==> config.mk <==
export PLATFORM = sky130hd
export DESIGN_NAME = calc_sequencer
export DESIGN_NICKNAME = d
export VERILOG_FILES = /design/src/rtl/calc_sequencer.sv
export SDC_FILE = /design/constraint.sdc
export NUM_CORES = 1
export LEC_CHECK = 0
export ABC_AREA = 1
export CELL_PAD_IN_SITES_DETAIL_PLACEMENT = 0
export CELL_PAD_IN_SITES_GLOBAL_PLACEMENT = 1
export CORE_MARGIN = 4
export CORE_UTILIZATION = 42
export DETAILED_ROUTE_END_ITERATION = 12
export PLACE_DENSITY = 0.88
export REMOVE_ABC_BUFFERS = 1
export SETUP_SLACK_MARGIN = 0.2
export SLEW_MARGIN = 20
export SYNTH_ARGS = -nofsm -noshare
export SYNTH_HDL_FRONTEND = slang
export SYNTH_SLANG_ARGS = --single-unit
export TNS_END_PERCENT = 5
==> constraint.sdc <==
create_clock -name clk -period 2.45 [get_ports clk]
set_input_delay 0.245 -clock clk [delete_from_list [all_inputs] [get_ports clk]]
set_output_delay 0.245 -clock clk [all_outputs]
set_load 0.02 [all_outputs]
==> src/rtl/calc_sequencer.sv <==
// rtl/calc_sequencer.sv - keypad-driven add/subtract sequencer in front of an external ALU
//
// Purpose:
//   Collects up to three decimal digits for each of two operands from a
//   keypad, hands the pair to an external ALU, and shows the operands or
//   the result on a display register. Subtraction with A < B is refused
//   locally. An ALU that never answers is abandoned after 256 cycles.
//
// Ports:
//   clk         in   clock, rising edge
//   rst         in   asynchronous reset, active low
//   key_valid   in   one pulse per key press
//   key_code    in   0-9 digit, A add, B subtract, C clear, E equals, D/F ignored
//   alu_start   out  one-cycle request, first cycle of WAIT_ALU
//   alu_op      out  0 add, 1 subtract
//   op_a, op_b  out  binary operands, stable while WAIT_ALU
//   alu_done    in   one-cycle completion pulse
//   alu_result  in   result, valid with alu_done
//   disp_value  out  displayed value
//   busy        out  high in WAIT_ALU
//   err         out  high in ERROR
//   state       out  debug state code

module calc_sequencer (
  input  logic        clk,
  input  logic        rst,
  input  logic        key_valid,
  input  logic [3:0]  key_code,
  output logic        alu_start,
  output logic        alu_op,
  output logic [9:0]  op_a,
  output logic [9:0]  op_b,
  input  logic        alu_done,
  input  logic [13:0] alu_result,
  output logic [13:0] disp_value,
  output logic        busy,
  output logic        err,
  output logic [2:0]  state
);

  typedef enum logic [2:0] {
    ST_ENTER_A  = 3'd0,
    ST_ENTER_B  = 3'd1,
    ST_WAIT_ALU = 3'd2,
    ST_SHOW_RES = 3'd3,
    ST_ERROR    = 3'd4
  } state_t;

  state_t      state_q, state_d;
  logic [9:0]  a_q, a_d;
  logic [9:0]  b_q, b_d;
  logic [1:0]  a_cnt_q, a_cnt_d;
  logic [1:0]  b_cnt_q, b_cnt_d;
  logic        op_q, op_d;
  logic        alu_start_q, alu_start_d;
  logic [9:0]  op_a_q, op_a_d;
  logic [9:0]  op_b_q, op_b_d;
  logic [13:0] res_q, res_d;
  logic [7:0]  tmo_q, tmo_d;
  logic [13:0] disp_q, disp_d;
  logic        busy_q, busy_d;
  logic        err_q, err_d;

  logic key_live;
  logic is_digit;
  logic is_op;
  logic is_clr;
  logic is_eq;

  // v*10 + d; callers only append while fewer than 3 digits are held,
  // so the result never exceeds 999 and fits the operand width.
  function automatic logic [9:0] append_digit(input logic [9:0] v, input logic [3:0] d);
    return (v << 3) + (v << 1) + {6'd0, d};
  endfunction

  always_comb begin
    key_live = key_valid && (key_code != 4'hD) && (key_code != 4'hF);
    is_digit = key_live && (key_code <= 4'd9);
    is_op    = key_live && ((key_code == 4'hA) || (key_code == 4'hB));
    is_clr   = key_live && (key_code == 4'hC);
    is_eq    = key_live && (key_code == 4'hE);
  end

  always_comb begin
    state_d     = state_q;
    a_d         = a_q;
    b_d         = b_q;
    a_cnt_d     = a_cnt_q;
    b_cnt_d     = b_cnt_q;
    op_d        = op_q;
    alu_start_d = 1'b0;
    op_a_d      = op_a_q;
    op_b_d      = op_b_q;
    res_d       = res_q;
    tmo_d       = tmo_q;

    if (is_clr) begin
      // Clear has priority over everything, including an ALU answer
      // arriving in the same cycle.
      state_d = ST_ENTER_A;
      a_d     = 10'd0;
      b_d     = 10'd0;
      a_cnt_d = 2'd0;
      b_cnt_d = 2'd0;
      op_d    = 1'b0;
    end else begin
      case (state_q)
        ST_ENTER_A: begin
          if (is_digit) begin
            if (a_cnt_q != 2'd3) begin
              a_d     = append_digit(a_q, key_code);
              a_cnt_d = a_cnt_q + 2'd1;
            end
          end else if (is_op) begin
            op_d    = key_code[0];
            b_d     = 10'd0;
            b_cnt_d = 2'd0;
            state_d = ST_ENTER_B;
          end
        end

        ST_ENTER_B: begin
          if (is_digit) begin
            if (b_cnt_q != 2'd3) begin
              b_d     = append_digit(b_q, key_code);
              b_cnt_d = b_cnt_q + 2'd1;
            end
          end else if (is_op) begin
            // Operator can still be changed until B has a digit.
            if (b_cnt_q == 2'd0) begin
              op_d = key_code[0];
            end
          end else if (is_eq) begin
            if (op_q && (a_q < b_q)) begin
              state_d = ST_ERROR;
            end else begin
              state_d     = ST_WAIT_ALU;
              alu_start_d = 1'b1;
              op_a_d      = a_q;
              op_b_d      = b_q;
              tmo_d       = 8'd0;
            end
          end
        end

        ST_WAIT_ALU: begin
          // The start cycle itself counts, so a done coincident with
          // alu_start is taken here like any other.
          if (alu_done) begin
            res_d   = alu_result;
            state_d = ST_SHOW_RES;
          end else if (tmo_q == 8'hFF) begin
            state_d = ST_ERROR;
          end else begin
            tmo_d = tmo_q + 8'd1;
          end
        end

        ST_SHOW_RES, ST_ERROR: begin
          if (is_digit) begin
            a_d     = {6'd0, key_code};
            a_cnt_d = 2'd1;
            b_d     = 10'd0;
            b_cnt_d = 2'd0;
            op_d    = 1'b0;
            state_d = ST_ENTER_A;
          end
        end

        default: begin
          state_d = ST_ENTER_A;
        end
      endcase
    end

    // Display and status follow the next state so they change on the
    // same edge as the key that caused them.
    case (state_d)
      ST_ENTER_A:  disp_d = {4'd0, a_d};
      ST_ENTER_B:  disp_d = (b_cnt_d != 2'd0) ? {4'd0, b_d} : {4'd0, a_d};
      ST_WAIT_ALU: disp_d = {4'd0, a_d};
      ST_SHOW_RES: disp_d = res_d;
      default:     disp_d = 14'd0;
    endcase
    busy_d = (state_d == ST_WAIT_ALU);
    err_d  = (state_d == ST_ERROR);
  end

  always_ff @(posedge clk or negedge rst) begin
    if (!rst) begin
      state_q     <= ST_ENTER_A;
      a_q         <= 10'd0;
      b_q         <= 10'd0;
      a_cnt_q     <= 2'd0;
      b_cnt_q     <= 2'd0;
      op_q        <= 1'b0;
      alu_start_q <= 1'b0;
      op_a_q      <= 10'd0;
      op_b_q      <= 10'd0;
      res_q       <= 14'd0;
      tmo_q       <= 8'd0;
      disp_q      <= 14'd0;
      busy_q      <= 1'b0;
      err_q       <= 1'b0;
    end else begin
      state_q     <= state_d;
      a_q         <= a_d;
      b_q         <= b_d;
      a_cnt_q     <= a_cnt_d;
      b_cnt_q     <= b_cnt_d;
      op_q        <= op_d;
      alu_start_q <= alu_start_d;
      op_a_q      <= op_a_d;
      op_b_q      <= op_b_d;
      res_q       <= res_d;
      tmo_q       <= tmo_d;
      disp_q      <= disp_d;
      busy_q      <= busy_d;
      err_q       <= err_d;
    end
  end

  assign alu_start  = alu_start_q;
  assign alu_op     = op_q;
  assign op_a       = op_a_q;
  assign op_b       = op_b_q;
  assign disp_value = disp_q;
  assign busy       = busy_q;
  assign err        = err_q;
  assign state      = state_q;

endmodule
* After elaboration in Yosys (flattened, before gate mapping) *
Cells that the tools add are included.

storage, ports and cells
  output and inout bits = 41
  input port bits = 22
  bits in registers = 87
  logic and storage cells = 140

cells by class
  order comparisons = 2
  $add $sub $neg = 7
  eq/ne operators = 31
  reduce and logical (&&, ||, !) cells = 21
  mux-type cells = 61
  bitwise operators = 4

operators by type and width
  kind                   count
  $mux W10               11
  $mux W8                6
  $mux W14               3
  $pmux W14 S3           1
  $mux W3                10
  $pmux W10 S3           1
  $ne A3 B3 Y1 const B   8
  $add A10 B10 Y10       2
  $add A10 B4 Y10        2
  $mux W2                10
  $pmux W10 S2           1
  $eq A4 B4 Y1 const B   4
  $ne A2 B2 Y1 const B   8
  $pmux W8 S2            1
  $mux W1                13
  $eq A3 B2 Y1 const B   4
  $pmux W3 S4            1
  $lt A10 B10 Y1         1
  $add A8 B1 Y8 const B  1
  $eq A8 B8 Y1 const B   1
  $ne A4 B4 Y1 const B   2
  $reduce_and A8 Y1      1
  $logic_and A1 B1 Y1    7
  $reduce_and A7 Y1      1
  other kinds (17)       26

* Logic depth before layout (Yosys ltp) *
Gate-level depths: netlist of run 1.

  word-level depth = 12
  gate-level depth with buffers = 17
  mapped depth without buffers = 16

* Worst setup path after synthesis of run 1 *
Ideal clock, no wire load.

  kind = register -> register
  start = register a_q[0]
  end = register disp_q[6], in the netlist disp_value[6]
  stages on the path, launching flop included = 14
  data arrival time = 2.176 ns
  period minus slack after synthesis = 2.241 ns
  path slack = 0.209 ns
  buffers on the path = 0
  required time = 2.385 ns
  cells stage by stage = dfrtp_1 fa_1 inv_1 fa_1 inv_1 nand2_1 nand2_1 or2_2 nand3_1 a21oi_1 nand3_1 nand2_1 nand2_1 nand2_1

on the way
  elaborated cells on any way between the ends = 21
  classes of those cells = add/sub: 2; order compare: 1; eq/ne: 3; mux: 12; reduce/logical: 3

RTL lines
  item                    line  RTL
  from (decl)             50    logic [9:0] a_q, a_d;
  from (signal assigned)  192   a_q <= 10'd0;
  from (signal assigned)  207   a_q <= a_d;
  $add A10 B10 Y10 (*)    73    return (v << 3) + (v << 1) + {6'd0, d};
  $add A10 B4 Y10 (*)     73
  $mux W10 (*)            110   if (a_cnt_q != 2'd3) begin
  $mux W10 (*)            109   if (is_digit) begin
  $pmux W10 S2 (*)        107   case (state_q)
  $mux W10 (*)            97    if (is_clr) begin
  named net a_d[6]        50
  $mux W10                180   ST_ENTER_B: disp_d = (b_cnt_d != 2'd0) ? {4'd0, b_d} : {4'd0, a_d};
  $pmux W14 S3 (*)        178   case (state_d)
  named net disp_d[6]     60    logic [13:0] disp_q, disp_d;
  to (signal assigned)    217   disp_q <= disp_d;
  to (decl)               60

The timed path passes the listed nets; every way through them passes the cells marked *.
A chain may end at the register's enable or synchronous reset.

* Worst setup path after layout of run 1 *
Same ends and word-level chain as after synthesis.

==> results of run 1 <==
-- flip-flops by register name, indices dropped and copies added (netlist names), 3 cells and up --
name / cells
op_a: 10
res_q: 14
state: 3
tmo_q: 8
b_q: 10
a_q: 10
disp_value: 14
op_b: 10
-- power by group --
part | switching, W | internal (W)
clock network | 0.000574 | 0.000766
registers | 0.000323 | 0.00189
logic | 0.00292 | 0.00198
total | 0.00381 | 0.00463
-- worst register-to-register path, delay by kind of cell, from the launching register on --
family	cells	cell delay (ps)
fa+ha+maj	2	950
buf+inv	3	270
flops	1	400
compound gates	1	120
simple gates	8	520
-- through the flow --
step	setup slack (ps)	hold WS, ps
after detailed placement	-427	170
after CTS	192	341
after floorplan	32.5	-50.6
after global routing	24.3	359
final	139	336
after global placement	-392	163
-- how the worst max path moves through the flow --
stage / startpoint / endpoint / cells past startpoint
3_3_place_gp: key_code[3] / disp_value[8] / 13
2_1_floorplan: b_q[8] / op_a[1] / 9
4_1_cts: a_q[2] / disp_value[6] / 14
3_5_place_dp: key_code[3] / disp_value[8] / 13
6_report: a_q[0] / disp_value[6] / 14
5_1_grt: a_q[0] / disp_value[6] / 14
-- synthesized netlist by cell type, drive strengths merged (2+ instances only) --
| library cell | n | area share |
|---|---|---|
| a21oi | 34 | 0.033 |
| a31oi | 2 | 0.0045 |
| buf | 7 | 0.0072 |
| clkbuf | 8 | 0.0054 |
| clkinv | 3 | 0.0020 |
| dfrtp | 87 | 0.39 |
| fa | 4 | 0.014 |
| ha | 39 | 0.088 |
| inv | 137 | 0.093 |
| mux2i | 9 | 0.016 |
| nand2 | 223 | 0.15 |
| nand3 | 73 | 0.069 |
| nand3b | 2 | 0.0027 |
| nand4 | 25 | 0.031 |
| nor2 | 41 | 0.032 |
| nor3 | 2 | 0.0018 |
| o21ai | 29 | 0.029 |
| o31ai | 5 | 0.0068 |
| or2 | 2 | 0.0023 |
| xnor2 | 3 | 0.0047 |
| xor2 | 4 | 0.0063 |
-- routing by layer --
| layer | part of all wire | up-vias | GRT usage |
|---|---|---|---|
| met4 | 0.019 | 0 | 0.0742 |
| met2 | 0.49 | 119 | 0.367 |
| li1 | - | 2602 | - |
| met1 | 0.44 | 2488 | 0.291 |
| met3 | 0.047 | 26 | 0.0396 |
| met5 | 0 | - | 0 |
-- final cells by class --
class,count,area (sq um)
inverters,140,526
fillers,1182,5530
flip-flops and latches,87,2180
repair buffers,118,1090
multi-input cells,501,2950
clock buffers,13,270
clock inverters,2,15.0
well taps,172,215
-- cell families (layout without fill, tap and decap cells) --
family | after synthesis | count (layout)
simple gates | 368 | 368
xor+xnor | 7 | 7
fa+ha+maj | 43 | 43
buf+inv | 155 | 273
flops | 87 | 87
compound gates | 74 | 74
mux | 9 | 9
-- timing repair --
| action | CTS | global route |
|---|---|---|
| endpoints found under the setup margin | 12 | 27 |
| gates resized for setup | 29 | 16 |
| hold buffers | 1 | 0 |
| setup buffers | 2 | 0 |
| pin swaps | 16 | 15 |
| endpoints found under the hold margin | 22 | 0 |
==> impl_metrics.py, run 1 <==
metrics = {
    "timing": {
        "fmax_ghz": 0.433,
        "tightest_slew_ps": 387,
        "finClkSkew_ps": 9.02,
        "fin_crit_sh": 0.943,
        "post-route-min-period_ps": 2310,
        "rsz0062_at_grt": "yes",
        "drv_slew": 0,
        "slew_headroom": 0.741,
        "finalHoldViolCount": 0,
        "setup_viol": 0,
        "tns_ps": 0,
    },
    "layout": {
        "finalCoreUtilization": 0.567,
        "num_antenna_cells": 0,
        "layout.cells.most_common_list": "213 x nand2_1, 123 x inv_1, 84 x dfrtp_1",
        "nets": 922,
        "final_common_cell": "nand2_1",
        "layout-drive-gt1-share": 0.163,
        "stdcell_area_sq_mm": 0.00724,
        "area_growth_syn_to_layout_pct": 30.6,
        "fin_cells": 1033,
    },
    "placement": {
        "gp_congestion": 0.932,
        "dp_hpwl_mm": 11.8,
        "place_area_sq_mm": 0.00675,
        "portBuffers": 62,
        "dp_cells": 1015,
    },
    "detailed_routing": {
        "drtIter0Drc": 438,
        "drt-pass1-iter-count": 5,
        "vias": 5235,
        "drc_errors": 0,
        "wl_mm": 15.6,
        "detail_route.wl_per_cell_um": 15.1,
        "viasPerCell": 5.07,
        "antenna_left": 0,
    },
    "outcome": {
        "status": "completed",
    },
    "critical_path": {
        "path_cells": "fa_1, inv_2, fa_2, inv_2, nand2_2, nand2_2, or2_4, nand3_2, a21oi_2, buf_4, nand3_2, nand2_2, nand2_2, nand2_1",
        "crit_buf_inv": 3,
        "cp_common_cell": "nand2_2",
        "crit_path_end_kind": "flip-flop",
        "worst-r2r-cell-count": 14,
        "critPathTopFamily": "adder cells",
        "worst_ep_arrival_time_ps": 2600,
        "required_ps": 2740,
        "slowest_delay_ps": 550,
        "rrSetupSlack_ps": 140,
        "criticalPathCategory": "flip-flop to flip-flop",
        "crit_path_start_kind": "flip-flop",
        "reg2reg_from": "a_q[0]",
        "crit_path_max_fanout": 3,
        "rr_endpoint": "disp_value[6]",
        "critPathSlowestCell": "fa_1",
    },
    "logic_synthesis": {
        "synth_ff_type": "dfrtp_1",
        "ys_types": 37,
        "synth_compound_area_frac": 0.0795,
        "synth_top_family_by_area": "simple AND/OR/NAND/NOR gates",
        "synth_xor_area_frac": 0.0111,
        "ys_seq_area_frac": 0.393,
        "synth_edf_count": 0,
        "ys_ff_latch": 87,
        "yosys_warnings": 0,
        "syn_inst": 743,
        "postSynth.asyncResetShare": 1.00,
        "syn_area_sq_mm": 0.00554,
        "synth_mux_area_frac": 0.0163,
        "synth_fa_ha_area_frac": 0.102,
        "avgSynthCellArea_sq_um": 7.46,
        "synthSimpleGateAreaFrac": 0.291,
    },
    "job": {
        "drv_cap": 0,
    },
    "cts": {
        "insertion_delay_ps": 350,
        "cts.sinks": 87,
        "numCtsBuffers": 9,
        "cts_max_level": 3,
        "cts_tree": "built",
        "clk_pin_slew_ps": 60,
        "cts_root_buf": "clkbuf_16",
        "cts_buffer_depth": 2,
    },
    "grt": {
        "gr-total-overflow": 0,
        "grt_pass1_wl_mm": 26.1,
        "grt_use_total": 0.221,
        "antenna_found_initial": 0,
        "grt_max_degree": 66,
        "grt_pass1_vias": 5165,
    },
    "floorplanning": {
        "die_y_um": 123,
        "fp-row-count": 41,
        "ios": 63,
        "core-area_sq_mm": 0.0128,
        "die_w_um": 123,
        "start_util": 0.434,
        "dieArea_sq_mm": 0.0151,
    },
    "power_and_ir_drop": {
        "finalPower_w": 0.00845,
        "ir_worst_vdd_mv": 0.644,
        "p_per_area_mw_per_mm2": 1170,
        "p_leak_nw": 3.98,
    },
    "min_path": {
        "min_path_type": "primary input to asynchronous set/reset pin",
    },
}
Note: power is estimated with default switching activity, not from simulation.
==> run 2: changes to the inputs <==
--- a/config.mk
+++ b/config.mk
@@ -11,6 +11,7 @@
 export CORE_MARGIN = 4
 export CORE_UTILIZATION = 42
 export DETAILED_ROUTE_END_ITERATION = 12
+export HOLD_SLACK_MARGIN = 0.08
 export PLACE_DENSITY = 0.88
 export REMOVE_ABC_BUFFERS = 1
 export SETUP_SLACK_MARGIN = 0.2
==> results of run 2 <==
Same layout as run 1: the final DEF is identical, and so are final timing and power.
